### src/rtl/bo_datapath.sv
// rtl/bo_datapath.sv - BO datapath: X/S/H registers, operand and write-back muxes, add/sub ULA, status flags
// All commands are sampled every edge; flags are registered for the controller to branch on.
module bo_datapath #(
  parameter int WIDTH = 8
) (
  input  logic             clk,
  input  logic             RST,
  input  logic             LX,
  input  logic             LS,
  input  logic             LH,
  input  logic             SEL_ULA,
  input  logic [1:0]       M0,
  input  logic [1:0]       M1,
  input  logic [1:0]       M2,
  input  logic             CLR_OVF,
  input  logic [WIDTH-1:0] A_IN,
  input  logic [WIDTH-1:0] B_IN,
  output logic [WIDTH-1:0] X_OUT,
  output logic [WIDTH-1:0] S_OUT,
  output logic [WIDTH-1:0] H_OUT,
  output logic             H_ZERO,
  output logic             NEG,
  output logic             OVF,
  output logic             LD_ACK
);

  logic [WIDTH-1:0] x_q, s_q, h_q;
  logic [WIDTH-1:0] op_a, op_b, wb, h_next;
  logic [WIDTH:0]   r;
  logic             any_ld, arith_ld;
  logic             h_zero_q, neg_q, ovf_q, ack_q;

  always_comb begin
    case (M0)
      2'b00:   op_a = x_q;
      2'b01:   op_a = s_q;
      2'b10:   op_a = h_q;
      default: op_a = A_IN;
    endcase
  end

  always_comb begin
    case (M1)
      2'b00:   op_b = x_q;
      2'b01:   op_b = h_q;
      2'b10:   op_b = B_IN;
      default: op_b = {{(WIDTH-1){1'b0}}, 1'b1};
    endcase
  end

  // Extra top bit carries the add carry-out or the subtract borrow.
  always_comb begin
    if (SEL_ULA) r = {1'b0, op_a} - {1'b0, op_b};
    else         r = {1'b0, op_a} + {1'b0, op_b};
  end

  always_comb begin
    case (M2)
      2'b00:   wb = r[WIDTH-1:0];
      2'b01:   wb = A_IN;
      2'b10:   wb = B_IN;
      default: wb = '0;
    endcase
  end

  assign any_ld   = LX | LS | LH;
  assign arith_ld = any_ld && (M2 == 2'b00);
  assign h_next   = LH ? wb : h_q;

  always_ff @(posedge clk or negedge RST) begin
    if (!RST) begin
      x_q      <= '0;
      s_q      <= '0;
      h_q      <= '0;
      h_zero_q <= 1'b1;
      neg_q    <= 1'b0;
      ovf_q    <= 1'b0;
      ack_q    <= 1'b0;
    end else begin
      if (LX) x_q <= wb;
      if (LS) s_q <= wb;
      h_q      <= h_next;
      h_zero_q <= (h_next == '0);
      ack_q    <= any_ld;
      if (arith_ld) neg_q <= SEL_ULA ? r[WIDTH] : r[WIDTH-1];
      // A carry/borrow on this edge outranks a simultaneous clear.
      if (arith_ld && r[WIDTH]) ovf_q <= 1'b1;
      else if (CLR_OVF)         ovf_q <= 1'b0;
    end
  end

  assign X_OUT  = x_q;
  assign S_OUT  = s_q;
  assign H_OUT  = h_q;
  assign H_ZERO = h_zero_q;
  assign NEG    = neg_q;
  assign OVF    = ovf_q;
  assign LD_ACK = ack_q;

endmodule

### config.mk
export PLATFORM = sky130hd
export DESIGN_NAME = bo_datapath
export DESIGN_NICKNAME = d
export VERILOG_FILES = /design/src/rtl/bo_datapath.sv
export SDC_FILE = /design/constraint.sdc
export NUM_CORES = 1
export LEC_CHECK = 0
export ABC_AREA = 0
export CORE_MARGIN = 8
export CORE_UTILIZATION = 40
export DETAILED_ROUTE_END_ITERATION = 7
export HOLD_SLACK_MARGIN = 0.12
export PLACE_DENSITY_LB_ADDON = 0.25
export SLEW_MARGIN = 25
export SYNTH_ARGS = -nofsm -noshare
export SYNTH_HDL_FRONTEND = slang
export SYNTH_SLANG_ARGS = --single-unit
### constraint.sdc
create_clock -name clk -period 3.2 [get_ports clk]
set_clock_uncertainty 0.2 [all_clocks]
set_input_delay 0.64 -clock clk [delete_from_list [all_inputs] [get_ports clk]]
set_output_delay 0.64 -clock clk [all_outputs]
set_load 0.01 [all_outputs]
==> run summary, run 1 <==
Total detailed-routing wirelength -> 7.76 mm
Root buffer cell -> clkbuf_8
Top cells by area in the synthesized netlist -> dfrtp_1 (31%), mux4_2 (8.2%), a21oi_1 (7.5%), nor2_1 (5.5%), ha_1 (5.1%)
CP Max Fanout -> 5
Portion of the clock cycle consumed by the worst path in the final layout -> 108%
Primary flip-flop cell chosen by synthesis mapping -> dfrtp_1
Slew Limit Fails -> 0
Count of vias placed by the detailed router -> 2346
Wire length of the first global-routing pass -> 12.5 mm
Fmax -> 290 MHz
Leakage power of the design -> 1.55 nW
Final weighted congestion of routability-driven global placement -> 0.912
Critical path start-end classification -> input pin to flip-flop
Layout cell share with drive strength beyond 1 -> 36.0%
Worst voltage drop across the vdd grid -> 0.325 mV
Setup violators final -> 10
Deepest level of the CTS H-tree -> 1
Number of input and output port buffers inserted -> 56
Top-area cell type share of the netlist area -> 30.7%
Ys async rst share -> 100%
Yosys warning count -> 0
Hold slack final -> 320 ps
DIE HEIGHT -> 90.2 µm
Clk pin slew, worst setup/hold paths -> 110 ps
Worst-Margin Slew -> 591 ps
Kind of start point of the critical path -> input pin
Area of the placeable core -> 0.00541 mm²
Die outline area -> 0.00813 mm²
Outcome -> finished, violations left
Initial DRC count -> 159
Classification of the worst-slack hold path -> flip-flop to flip-flop
Delay of the slowest cell on the worst path -> 370 ps
Relative slew slack -> 60.4%
Mean area per synthesized cell -> 9.21 µm²
Die width -> 90.2 µm
Min Tclk post-route -> 3440 ps
Final setup slack of the worst path -> -244 ps
Final core utilization -> 66.8%
Failing checks -> negative setup slack
Number of antenna violations at the first check in global routing -> 0
Count of flip-flops with a built-in enable after synthesis -> 0
Unique cell type count in the Yosys netlist -> 55
Crit path arrival time -> 3440 ps
Critical path capture point type -> flip-flop
Post-synthesis cell type with the largest combined area -> dfrtp_1
Required time at the endpoint of the critical path -> 3190 ps
DRT antenna net count -> 0
Most used standard cells in the synthesized netlist -> a21oi_1 (33), nor2_1 (32), dfrtp_1 (27)
Mean number of vias per cell -> 5.46
Dominant cell by count in the synthesized netlist -> a21oi_1
Clock insertion delay at the later pin of the skew report -> 290 ps
Area of the mapped netlist -> 0.00220 mm²
Largest net degree at the start of global routing -> 29
Post-route DRC -> 0
Overall fraction of global-route tracks in use -> 18.8%
Sink Count -> 28
Max stage delay cell, worst path -> a221oi_4
Hold_buf cts -> 0
Gate count of the mapped netlist -> 239
RSZ-0062 raised after global routing -> yes
Remaining global-route overflow -> 0
WL per Instance -> 18.0 µm
Largest buffer count on any clock path -> 2
CTS tree -> yes
Ports -> 57
Fill cell total of the finished layout -> 435
Post-synthesis sequential area ratio -> 31.9%
Hold Violations, Final -> 0
Max-capacitance violation count -> 0
Diodes inserted -> 0
HPWL after DPL -> 5.73 mm
Number of detailed-route iterations in the first pass -> 4
Effective utilization at floorplan -> 40.7%
Total clock buffers created by CTS -> 3
Post-Place Setup Slack -> -982 ps
Net count of the mapped netlist -> 278
Number of nets in the layout -> 398
Area growth from synthesis to layout -> 64.1%
Number of storage elements in the synthesis netlist -> 28
Number of global-route vias before repair -> 2520
Critical-path cell list -> buf_8, mux2_4, o2bb2ai_4, ha_4, and3b_1, nor2_2, xnor2_1, ha_1, a21o_1, a221oi_4, xnor2_2, a21oi_4, o211ai_2, a2111oi_2
Number of placement rows -> 27
Power Dens Cells -> 576 mW/mm²
-- cell usage in the layout (no fill, tap or decap), types with 5 or more instances in the layout --
| cell | instances |
|---|---|
| dfrtp_1 | 27 |
| nor2b_1 | 7 |
| nor2_1 | 30 |
| a21oi_2 | 5 |
| mux4_2 | 8 |
| buf_6 | 6 |
| nand2_1 | 6 |
| inv_1 | 13 |
| ha_1 | 6 |
| buf_4 | 69 |
| clkdlybuf4s50_1 | 47 |
| mux2i_1 | 6 |
| a21oi_1 | 27 |
-- report_power, final --
group | total [mW] | switching (mW) | leakage, nW | internal [mW]
Combinational | 1.28 | 0.570 | 1.19 | 0.711
Sequential | 0.502 | 0.0763 | 0.325 | 0.425
Clock | 0.297 | 0.129 | 0.0357 | 0.168
Total | 2.08 | 0.775 | 1.55 | 1.30
-- metrics by stage --
| step | instances | area (µm²) | TNS [ps] | total power, mW |
|---|---|---|---|---|
| 6_report | 430 | 3610 | -1260 | 2.08 |
| 5_1_grt | 430 | 3610 | -2140 | 2.21 |
| 4_1_cts | 426 | 3470 | -270 | 1.97 |
| 3_5_place_dp | 414 | 3310 | -15510 | 1.61 |
| 3_3_place_gp | 414 | 3310 | -14250 | 1.59 |
| 2_1_floorplan | 239 | 2290 | -1990 | 1.08 |
-- registers in the layout, summed over array words and instances, names as in the netlist --
name	count
H_OUT	8
H_ZERO	1
LD_ACK	1
NEG	1
OVF	1
S_OUT	8
X_OUT	8
-- critical path: cells and delay by family --
kind	cells	cell delay (ps)
AO/OA/AOI/OAI	6	1340
multiplexers	1	310
XOR/XNOR	2	270
AND/OR/NAND/NOR	2	240
adder cells (fa/ha/maj)	2	510
buffers and inverters	1	110
-- final timing paths --
| check | cells after the start | endpoint | slack, ps | start |
|---|---|---|---|---|
| min in group asynchronous | 2 | S_OUT[7]$_DFFE_PN0P_ | 520 | RST |
| min reg2reg | 1 | NEG$_DFFE_PN0P_ | 320 | NEG$_DFFE_PN0P_ |
| max | 14 | H_ZERO$_DFF_PN1_ | -240 | M1[1] |
| max in group asynchronous | 2 | H_ZERO$_DFF_PN1_ | 1950 | RST |
| min | 1 | NEG$_DFFE_PN0P_ | 320 | NEG$_DFFE_PN0P_ |
| max reg2reg | 13 | H_ZERO$_DFF_PN1_ | -150 | X_OUT[0]$_DFFE_PN0P_ |
-- layout make-up --
type                       count  area (µm²)  area share [%]
sequential                    28         702            19.4
tap                           72        90.1            2.49
multi-input combinational    182        1570            43.5
inverter                      14        52.6            1.46
clock inverter                 1        30.0           0.832
timing repair buffer         130        1130            31.2
clock buffer                   3        41.3            1.14
-- repair_timing --
action | 4_1_cts | 5_1_grt
endpoints found under the hold margin | 0 | 0
resized for setup | 36 | 21
pin swaps | 18 | 21
endpoints found under the setup margin | 22 | 12
buffers inserted | 8 | 6
-- metal layers --
metal / track usage (%) / wire length [µm] / part of all wire, % / up-vias
met5: 0 / 0 / 0 / -
met4: 6.24 / 118 / 1.5 / 0
met3: 4.07 / 448 / 5.8 / 10
met2: 30.9 / 3750 / 48 / 73
met1: 23.7 / 3440 / 44 / 1138
li1: - / - / - / 1125
-- logic make-up (layout without fill, tap and decap cells) --
logic type | after synthesis | after routing | synth area share, %
flip-flops | 28 | 28 | 31.9
AND/OR/NAND/NOR | 68 | 68 | 15.5
adder cells (fa/ha/maj) | 10 | 10 | 6.03
XOR/XNOR | 11 | 11 | 4.38
AO/OA/AOI/OAI | 76 | 76 | 24.2
multiplexers | 17 | 17 | 12.3
buffers and inverters | 29 | 148 | 5.63
(Power assumes the default switching activity.)
==> run 2, diff against run 1 <==
Settings changed: GPL_TIMING_DRIVEN set to 0.
==> run 2 against run 1 <==
The flow still finishes with violations (negative setup slack); largest cell class unchanged; die area unchanged; combinational power fell by 10%; flip-flop and latch count stayed put; largest power group unchanged; highest routed layer unchanged.
==> run summary, run 2 (synthesized netlist as in run 1, its figures left out) <==
Count of vias placed by the detailed router -> 2257 (-3.8%)
Post-route DRC -> 0 (unchanged)
Commonest non-fill, non-tap cells in the layout -> clkdlybuf4s50_1 (43), buf_4 (31), nor2_1 (30)
Final setup slack of the worst path -> -421 ps (-177 ps)
RSZ-0062 raised after global routing -> yes
Number of global-route vias before repair -> 2352 (-6.7%)
Root buffer cell -> clkbuf_8
Destination of the worst register-to-register timing path -> H_ZERO$_DFF_PN1_
Area growth from synthesis to layout -> 51.4%
Worst voltage drop across the vdd grid -> 0.258 mV (-21%)
Hold slack final -> 171 ps (-149 ps)
HPWL after DPL -> 5.11 mm (-11%)
DRT antenna net count -> 0 (unchanged)
Internal -> 1.12 mW (-14%)
Max-capacitance violation count -> 0 (unchanged)
Required time at the endpoint of the critical path -> 3180 ps (about the same)
Sequential share of power -> 26.9% (+2.8 points)
Total detailed-routing wirelength -> 7.42 mm (-4.4%)
Kind of start point of the critical path -> input pin
Worst reg-to-reg setup slack -> -310 ps (-160 ps)
Hold_buf cts -> 0 (unchanged)
Overall fraction of global-route tracks in use -> 17.9% (-0.88 points)
Power share of the clock group -> 11.2% (-3.1 points)
Die outline area -> 0.00813 mm² (unchanged)
Number of input and output port buffers inserted -> 49 (-13%)
Leakage power of the design -> 1.36 nW (-12%)
Relative slew slack -> 56.3% (-4.1 points)
Slew Limit Fails -> 0 (unchanged)
Clock insertion delay at the later pin of the skew report -> 280 ps (about the same)
Start of the worst register-to-register path -> X_OUT[0]$_DFFE_PN0P_
Mean number of vias per cell -> 5.73 (+5.0%)
Sink Count -> 28 (unchanged)
Wire length of the first global-routing pass -> 11.8 mm (-5.1%)
Layout cell share with drive strength beyond 1 -> 29.5% (-6.5 points)
Most frequent standard cell in the layout excluding fill and tap cells -> clkdlybuf4s50_1
Outcome -> finished, violations left
Hold Violations, Final -> 0 (unchanged)
Number of detailed-route iterations in the first pass -> 5 (+1)
Final core utilization -> 61.7% (-5.1 points)
Fmax -> 276 MHz (-4.9%)
Largest buffer count on any clock path -> 2 (unchanged)
WL per Instance -> 18.8 µm (+4.3%)
Die width -> 90.2 µm (unchanged)
Sw Ratio -> 39.9% (+2.6 points)
Number of antenna violations at the first check in global routing -> 0 (unchanged)
Total clock buffers created by CTS -> 3 (unchanged)
Clk pin slew, worst setup/hold paths -> 100 ps (about the same)
Number of placement rows -> 27 (unchanged)
Portion of the clock cycle consumed by the worst path in the final layout -> 113% (+5.5 points)
Min Tclk post-route -> 3620 ps (+177 ps)
Classification of the worst-slack hold path -> input pin to asynchronous set/reset pin
CP Max Fanout -> 4 (-1)
Largest net degree at the start of global routing -> 29 (unchanged)
Power Dens Cells -> 557 mW/mm² (-3.2%)
CTS tree -> yes
Setup violators final -> 12 (+2)
Diodes inserted -> 0 (unchanged)
Effective utilization at floorplan -> 40.7% (unchanged)
Final std cells w/o fill -> 394 (-8.4%)
Deepest level of the CTS H-tree -> 1 (unchanged)
Initial DRC count -> 184 (+16%)
Remaining global-route overflow -> 0 (unchanged)
NetSw -> 0.741 mW (-4.4%)
Failing checks -> negative setup slack
Ports -> 57 (unchanged)
Critical path start-end classification -> input pin to flip-flop
Length in cells of the worst reg-to-reg path -> 13 (unchanged)
Worst-Margin Slew -> 656 ps (+64.4 ps)
Placed insts -> 360 (-13%)
Crit path arrival time -> 3600 ps (+160 ps)
Power share of the combinational group -> 61.9% (+0.3 points)
DIE HEIGHT -> 90.2 µm (unchanged)
Area of the placeable core -> 0.00541 mm² (unchanged)
Number of nets in the layout -> 362 (-9.0%)
Final weighted congestion of routability-driven global placement -> 0.892 (-2.2%)
Critical path capture point type -> flip-flop
## run 2: cell count changes in the layout (fill, tap and decap cells not counted), moves of 2 or more
cell / delta
nor2b_1: -2
clkbuf_1: +7
buf_12: +3
nor2b_4: +2
buf_6: -5
clkdlybuf4s50_1: -4
buf_4: -38
ha_4: +2
clkbuf_2: +3
## run 2: per-layer routing
layer | track usage (%) | share of wire [%]
met2 | 29.9 | 49
met3 | 3.49 | 6.2
met4 | 6.24 | 1.7
met5 | 0 | 0
met1 | 22.4 | 43
## run 2: worst max-delay path, stage by stage
cell and delay, ps:
dlygate4sd2_1 260, mux2i_1 170, a2bb2oi_2 220, buf_4 160, and3b_2 220, nor2_2 50, xnor2_1 140, ha_1 360
a21o_1 240, a221oi_4 390, xnor2_2 140, a21oi_4 170, o211ai_2 120, a2111oi_4 310
## run 2: timing repair
item                       CTS  global route
buffers inserted            20            11
setup endpoints to repair   18            16
pin swaps                   18            29
resized for setup           30            26
## run 2: power groups by stage
stage	clock network [mW]	registers [mW]	logic, mW
after floorplan	0	0.523	0.554
after global placement	0	0.502	0.876
after detailed placement	0	0.504	0.885
after CTS	0.215	0.498	1.01
after global routing	0.232	0.513	1.24
final	0.207	0.500	1.15
## run 2: per-stage QoR
| step | power (mW) | area [µm²] | worst slack, ps | setup TNS, ps |
|---|---|---|---|---|
| after floorplan | 1.08 | 2290 | -434 | -1990 |
| after global placement | 1.38 | 2870 | -1070 | -10450 |
| after detailed placement | 1.39 | 2870 | -1060 | -11000 |
| after CTS | 1.72 | 3170 | -356 | -1000 |
| after global routing | 1.98 | 3330 | -480 | -3750 |
| final | 1.86 | 3330 | -421 | -2910 |
## run 2: cell type report
class | count | area, µm²
plain buffers | 14 | 104
clock buffers | 4 | 45.0
fillers | 441 | 2070
inverters | 14 | 52.6
multi-input cells | 182 | 1620
flip-flops and latches | 28 | 702
well taps | 72 | 90.1
repair buffers | 80 | 723
## run 2: worst max-delay path by stage
stage,startpoint,to,slack [ps],depth (start not counted)
after floorplan,M1[1],H_ZERO$_DFF_PN1_,-430,14
after global placement,B_IN[0],H_ZERO$_DFF_PN1_,-1070,14
after detailed placement,B_IN[0],H_ZERO$_DFF_PN1_,-1060,14
after CTS,M1[1],H_ZERO$_DFF_PN1_,-360,14
after global routing,B_IN[2],H_ZERO$_DFF_PN1_,-480,14
final,B_IN[2],H_ZERO$_DFF_PN1_,-420,14
